`config.mk`:
```
export PLATFORM = sky130hd
export DESIGN_NAME = video_timing_gen
export DESIGN_NICKNAME = d
export VERILOG_FILES = /design/src/rtl/video_timing_gen.sv
export SDC_FILE = /design/constraint.sdc
export NUM_CORES = 1
export LEC_CHECK = 0
export CORE_ASPECT_RATIO = 1.4
export CORE_MARGIN = 1
export CORE_UTILIZATION = 35
export CTS_CLUSTER_DIAMETER = 50
export CTS_CLUSTER_SIZE = 8
export DETAILED_ROUTE_END_ITERATION = 16
export GPL_ROUTABILITY_DRIVEN = 1
export PLACE_DENSITY = 0.71
export SYNTH_ARGS = -nofsm -noshare
export SYNTH_HDL_FRONTEND = slang
export SYNTH_SLANG_ARGS = --single-unit
export TNS_END_PERCENT = 100
```
`constraint.sdc`:
```
create_clock -name i_clk -period 3.9 [get_ports i_clk]
set_input_delay 0.585 -clock i_clk [delete_from_list [all_inputs] [get_ports i_clk]]
set_output_delay 0.585 -clock i_clk [all_outputs]
set_load 0.1 [all_outputs]
```
`src/rtl/video_timing_gen.sv`:
```
// Raster timing generator: H/V counters, blanking, sync, frame strobe and
// blank-gated registered RGB, all advancing on the pixel clock enable.
// Ports: i_clk, i_reset (async, active-high), i_pce (pixel enable),
//   i_irgb (core colour), i_hshift/i_vshift (signed sync shift, only with
//   `VTG_SHIFT_EN), o_hpos/o_vpos (counters), o_hblk/o_vblk (blanking),
//   o_hsyn/o_vsyn (sync, SYNC_POL polarity), o_fstart (at 0,0),
//   o_orgb (gated colour, 1 PCE late), o_ode (display enable for o_orgb).
// Optional feature macro: VTG_SHIFT_EN (runtime sync displacement).
module video_timing_gen #(
  parameter int CNT_W    = 9,
  parameter int RGB_W    = 12,
  parameter int H_ACTIVE = 288,
  parameter int H_FP     = 23,
  parameter int H_SYNC   = 31,
  parameter int H_TOTAL  = 384,
  parameter int V_ACTIVE = 224,
  parameter int V_FP     = 3,
  parameter int V_SYNC   = 7,
  parameter int V_TOTAL  = 263,
  parameter int SYNC_POL = 0
) (
  input  logic             i_clk,
  input  logic             i_reset,
  input  logic             i_pce,
  input  logic [RGB_W-1:0] i_irgb,
`ifdef VTG_SHIFT_EN
  input  logic [3:0]       i_hshift,
  input  logic [3:0]       i_vshift,
`endif
  output logic [CNT_W-1:0] o_hpos,
  output logic [CNT_W-1:0] o_vpos,
  output logic             o_hblk,
  output logic             o_vblk,
  output logic             o_hsyn,
  output logic             o_vsyn,
  output logic             o_fstart,
  output logic [RGB_W-1:0] o_orgb,
  output logic             o_ode
);

  if (H_ACTIVE + H_FP + H_SYNC > H_TOTAL) begin : g_chk_h
    $error("video_timing_gen: horizontal timing exceeds H_TOTAL");
  end
  if (V_ACTIVE + V_FP + V_SYNC > V_TOTAL) begin : g_chk_v
    $error("video_timing_gen: vertical timing exceeds V_TOTAL");
  end
  if (H_TOTAL > 2**CNT_W || V_TOTAL > 2**CNT_W) begin : g_chk_w
    $error("video_timing_gen: totals do not fit in CNT_W");
  end

  localparam int HS_NOM = H_ACTIVE + H_FP;
  localparam int HS_MAX = H_TOTAL - H_SYNC;
  localparam int VS_NOM = V_ACTIVE + V_FP;
  localparam int VS_MAX = V_TOTAL - V_SYNC;
  localparam logic SYN_OFF = (SYNC_POL == 0);

  logic [CNT_W-1:0] r_h;
  logic [CNT_W-1:0] r_v;
  logic             r_hblk;
  logic             r_vblk;
  logic             r_hsyn;
  logic             r_vsyn;
  logic             r_fstart;
  logic [RGB_W-1:0] r_orgb;
  logic             r_ode;

  logic signed [3:0] w_hsh;
  logic signed [3:0] w_vsh;

  logic             w_h_last;
  logic             w_v_last;
  logic [CNT_W-1:0] w_h_nxt;
  logic [CNT_W-1:0] w_v_nxt;
  int               w_hs0;
  int               w_vs0;
  logic             w_hs_in;
  logic             w_vs_in;

`ifdef VTG_SHIFT_EN
  logic signed [3:0] r_hsh;
  logic signed [3:0] r_vsh;

  // Shift only latched when entering (0,0) so a frame never tears.
  always_ff @(posedge i_clk or posedge i_reset) begin
    if (i_reset) begin
      r_hsh <= '0;
      r_vsh <= '0;
    end else if (i_pce && w_h_last && w_v_last) begin
      r_hsh <= $signed(i_hshift);
      r_vsh <= $signed(i_vshift);
    end
  end

  assign w_hsh = r_hsh;
  assign w_vsh = r_vsh;
`else
  assign w_hsh = 4'sd0;
  assign w_vsh = 4'sd0;
`endif

  assign w_h_last = (r_h == CNT_W'(H_TOTAL - 1));
  assign w_v_last = (r_v == CNT_W'(V_TOTAL - 1));

  always_comb begin
    w_h_nxt = r_h + 1'b1;
    w_v_nxt = r_v;
    if (w_h_last) begin
      w_h_nxt = '0;
      w_v_nxt = w_v_last ? '0 : r_v + 1'b1;
    end
  end

  // Sync start points with displacement, held inside the blanking region.
  always_comb begin
    w_hs0 = HS_NOM + int'(w_hsh);
    if (w_hs0 < H_ACTIVE) w_hs0 = H_ACTIVE;
    if (w_hs0 > HS_MAX)   w_hs0 = HS_MAX;
    w_vs0 = VS_NOM + int'(w_vsh);
    if (w_vs0 < V_ACTIVE) w_vs0 = V_ACTIVE;
    if (w_vs0 > VS_MAX)   w_vs0 = VS_MAX;
  end

  assign w_hs_in = (int'(w_h_nxt) >= w_hs0) &&
                   (int'(w_h_nxt) <  w_hs0 + H_SYNC);
  assign w_vs_in = (int'(w_v_nxt) >= w_vs0) &&
                   (int'(w_v_nxt) <  w_vs0 + V_SYNC);

  // Flags decoded from the next count so they line up with o_hpos/o_vpos;
  // colour uses the current flags, giving one PCE of latency.
  always_ff @(posedge i_clk or posedge i_reset) begin
    if (i_reset) begin
      r_h      <= '0;
      r_v      <= '0;
      r_hblk   <= 1'b0;
      r_vblk   <= 1'b0;
      r_hsyn   <= SYN_OFF;
      r_vsyn   <= SYN_OFF;
      r_fstart <= 1'b1;
      r_orgb   <= '0;
      r_ode    <= 1'b0;
    end else if (i_pce) begin
      r_h      <= w_h_nxt;
      r_v      <= w_v_nxt;
      r_hblk   <= (w_h_nxt >= CNT_W'(H_ACTIVE));
      r_vblk   <= (w_v_nxt >= CNT_W'(V_ACTIVE));
      r_hsyn   <= w_hs_in ^ SYN_OFF;
      r_vsyn   <= w_vs_in ^ SYN_OFF;
      r_fstart <= (w_h_nxt == '0) && (w_v_nxt == '0);
      r_orgb   <= (r_hblk | r_vblk) ? '0 : i_irgb;
      r_ode    <= ~(r_hblk | r_vblk);
    end
  end

  assign o_hpos   = r_h;
  assign o_vpos   = r_v;
  assign o_hblk   = r_hblk;
  assign o_vblk   = r_vblk;
  assign o_hsyn   = r_hsyn;
  assign o_vsyn   = r_vsyn;
  assign o_fstart = r_fstart;
  assign o_orgb   = r_orgb;
  assign o_ode    = r_ode;

endmodule
```
; Word-level counts from Yosys, hierarchy flattened
; Cells that the tools add are included.
[op_classes]
addsub = 2
bitwise = 4
reduce_logical = 5
magnitude_cmp = 6
n_eq_ne = 2
muxes = 4
[ops]
columns = op, count
row1 = $mux 9, 3
row2 = $add 9x1->9 const B, 2
row3 = $eq 9x9->1 const B, 2
row4 = $ge 9x8->1 const B, 2
row5 = $ge 9x9->1 const B, 2
row6 = $logic_not 9->1, 2
row7 = $mux 12, 1
row8 = $lt 9x8->1 const B, 1
row9 = $lt 9x9->1 const B, 1
row10 = $logic_and 1x1->1, 3
row11 = $not 1->1, 3
row12 = $or 1x1->1, 1
[word_totals]
word_cells = 32
reg_bits = 36

; Depth between registers and ports, before layout
[logic_depth]
word_depth = 6
mapped_depth = 9
depth_no_buf = 8

; Worst setup path after synthesis
; OpenSTA, ideal clock, no wires.
[synth_path]
path_type = reg2reg
startpoint = register r_h[0], in the netlist o_hpos[0]
endpoint = register r_vsyn, in the netlist o_vsyn
setup_time_ns = 0.097
path_stages_with_launch = 10
path_buffers = 2
required_ns = 3.803
arrival_ns = 2.635
slack_ns = 1.168
cell_sequence = dfrtp_1 ha_1 buf_2 and3_2 nand2b_4 buf_6 nor4_4 xnor2_1 nor4_4 a41oi_2
[synth_between]
elab_chain_len = 5
[synth_lines]
columns = item, line_no
row1 = start: declaration, 57  ; logic [CNT_W-1:0] r_h;
row2 = start signal: assignment, 142  ; r_h <= w_h_nxt;
row3 = $eq 9x9->1 *, 101  ; assign w_h_last = (r_h == CNT_W'(H_TOTAL - 1));
row4 = $mux 9 *, 107  ; if (w_h_last) begin
row5 = $ge 9x8->1 or $lt 9x8->1 (tied branches), "125, 126"
row6 = $logic_and 1x1->1 *, 125  ; assign w_vs_in = (int'(w_v_nxt) >= w_vs0) &&
row7 = $not 1->1 (no line) *, -
row8 = end signal: assignment, 147  ; r_vsyn <= w_vs_in ^ SYN_OFF;
row9 = end: declaration, 62  ; logic r_vsyn;
; Every way passes the cells marked *; elsewhere a longest branch is shown, timed or not.
; A chain may end at the register's enable or synchronous reset.

; Worst setup path after layout
[layout_path]
startpoint = register r_h[8], in the netlist o_hpos[8]
endpoint = output o_hpos[8]
[layout_rtl]
columns = item, line_no
row1 = end: declaration, 30  ; output logic [CNT_W-1:0] o_hpos,
; No word-level cell between the ends.

==> results.ini <==
[setup_path]
slowest_delay_ps = 1200
cp_top_family = buffers and inverters
cp-start-kind = register
reg2reg_depth = 7
cp_cell_sequence = clkdlybuf4s50_1
critPathArrivalTime_ps = 2040
crit_path_end_kind = output port
worstPathRequired_ps = 3310
cp.buffers_inverters = 1
path_max_fanout = 10
cp_slowest_cell = clkdlybuf4s50_1
worstSetupPathType = reg2out
path_depth = 1

[detailed_routing]
dr_total_vias = 1782
drt_iter0_drc = 128
routedWlPerCell_um = 15.0
drc = 0
firstDrtPassIters = 4
vias_per_cell = 5.34
routed_wl_um = 5000
ant_nets = 0

[clock_tree]
numClockSinks = 36
numCtsBuffers = 5
path_clk_slew_ps = 70
hold_buffers = 0
htreeDepth = 2
cts_resized = 0
cts_tree = built
insertion_delay_ps = 290
cts_setup_buffers = 0
cts.root.buffer_cell = clkbuf_8
clk_path_buf_depth = 2

[synth]
synth_top_area_cell = dfrtp_1
yosys-top-cells-count = dfrtp_1, nand2_1, o21ai_0
synth-edff-count = 0
ys_seq_area_frac = 0.427
yosysTopAreaCellShare = 0.390
synth.most_common_cell = dfrtp_1
syn-instance-count = 214
synth_seq_cells = 36
yosysWarnings = 0
synth.net_count = 232
ys_types = 51
async_flop_share = 1.00
synth_flop_cell = dfrtp_1
ys_top_cells_by_area = dfrtp_1, nor4_4, a22o_1
syn-mean-instance-area_um2 = 9.90
synth_area_um2 = 2120

[sta]
fin_tns_setup_ps = 0
finalSetupViolations = 0
drv_slew = 0
slew_headroom = 0.308
rsz0062_at_grt = false
max_freq_mhz = 381
finalHoldViolations = 0
fin_crit_sh = 0.673
fin_skew_ps = 9.93
tightest_slew_ps = 1040
fin_crit_ps = 2630

[layout]
post-route-util = 0.474
fin_nets = 281
area_growth_pct = 31.2
drive_gt1_frac = 0.125
diodes = 0
instances_no_fill = 334

[pwr]
power_density_nw_per_um2 = 515
leakage_nw = 1.14
internal_power_mw = 0.769
p_seq_frac = 0.338
swShare = 0.463
combPwrFrac = 0.432
irDropWorstVdd_mv = 0.215
p_clk_frac = 0.231
p_sw_mw = 0.663

[grt]
grt_max_degree = 29
grtUsageTotal = 0.171
grt_overflow_total = 0
antenna_found_initial = 0
first_global_vias = 1701
grt_pass1_wl_um = 8230

[placed_design]
port_buffers = 50
globalplace.congestion = 0.871
hpwl_um = 3650
dp_cells = 326

[die]
fp.dieW_um = 67.8
dieArea_um2 = 6370
die_h_um = 94.1
coreArea_um2 = 5860
num_rows = 33
boundaryPins = 51
initial_utilization = 0.361

[run_status]
status = finished, final reports clean

[worst_hold_path]
min_path_cells = 1
hold_class = reg2reg

[flow_run]
maxCapViolCount = 0

power groups by stage:
| stage | combinational (mW) | sequential, mW | clock (mW) |
|---|---|---|---|
| 4_1_cts | 0.621 | 0.485 | 0.338 |
| 3_5_place_dp | 0.620 | 0.491 | 0 |
| 5_1_grt | 0.651 | 0.491 | 0.354 |
| 6_report | 0.619 | 0.483 | 0.330 |
| 2_1_floorplan | 0.169 | 0.790 | 0 |
| 3_3_place_gp | 0.617 | 0.491 | 0 |
cell families after synthesis:
| kind of cell | synth area share |
|---|---|
| AOI/OAI and AO/OA | 0.181 |
| xor gates and xnor gates | 0.0703 |
| adders and majority gates | 0.0177 |
| buffers and inverters | 0.0413 |
| DFF | 0.427 |
| muxes | 0.0260 |
| and+or+nand+nor | 0.236 |
layout by cell type, fill, tap and decap left out, types with 2 or more instances in the layout:
| master | synthesis | routed |
|---|---|---|
| inv_1 | 7 | 7 |
| xor2_1 | 8 | 8 |
| o21ai_0 | 14 | 14 |
| nand2b_4 | 2 | 2 |
| xnor2_1 | 9 | 9 |
| a21o_1 | 3 | 3 |
| or4_1 | 2 | 2 |
| and2_1 | 2 | 2 |
| o31ai_1 | 3 | 3 |
| a31oi_1 | 2 | 2 |
| dfstp_2 | 3 | 3 |
| buf_4 | 1 | 3 |
| nand2_1 | 23 | 23 |
| nor4_4 | 5 | 5 |
| a21oi_1 | 6 | 6 |
| nand3_1 | 11 | 11 |
| clkbuf_8 | 0 | 5 |
| o21ai_1 | 4 | 4 |
| nor3_1 | 7 | 7 |
| clkdlybuf4s50_1 | 0 | 50 |
| nor2_1 | 12 | 12 |
| a22o_1 | 12 | 12 |
| mux2_2 | 3 | 3 |
| ha_1 | 3 | 3 |
| dfrtp_1 | 33 | 33 |
| nand2b_1 | 5 | 5 |
routing by layer:
metal | part of all wire | GRT usage | up-vias
met4 | 0.018 | 0.0674 | 0
met2 | 0.50 | 0.265 | 47
li1 | - | - | 872
met3 | 0.036 | 0.0328 | 8
met5 | 0 | 0 | -
met1 | 0.44 | 0.228 | 855
sequential cells by signal, indices dropped and copies added, names as in the netlist:
signal,flops
o_ode,1
o_hpos,9
o_orgb,12
o_hsyn,1
o_vsyn,1
o_fstart,1
o_hblk,1
o_vpos,9
o_vblk,1
metrics by stage:
stage               power (mW)  worst slack (ps)  hold WS, ps  cell area [um^2]
floorplan                0.959              1170          708              2120
finish                    1.43              1270          496              2780
global placement          1.11              1480          463              2670
global route              1.49              1200          527              2780
CTS                       1.44              1250          500              2780
detailed placement        1.11              1430          478              2670
worst paths after layout:
path,slack [ps],endpoint,startpoint
worst max-delay path,1270,o_hpos[8],o_hpos[8]$_DFFE_PP0P_
worst max register to register,1510,o_fstart$_DFFE_PP1P_,o_hpos[1]$_DFFE_PP0P_
worst min-delay path,500,o_ode$_DFFE_PP0P_,o_ode$_DFFE_PP0P_
worst min register to register,500,o_ode$_DFFE_PP0P_,o_ode$_DFFE_PP0P_
max in group asynchronous,2250,o_hsyn$_DFFE_PP1P_,i_reset
min in group asynchronous,850,o_orgb[11]$_DFFE_PP0P_,i_reset
area by class of cell:
cell class | instances | area [um^2]
Clock inverter | 3 | 42.5
Timing Repair Buffer | 53 | 523
Sequential cell | 36 | 905
Tap cell | 70 | 87.6
Clock buffer | 5 | 68.8
Fill cell | 560 | 3080
Inverter | 7 | 26.3
Multi-Input combinational cell | 160 | 1130
Power figures use the tool's default switching activity.
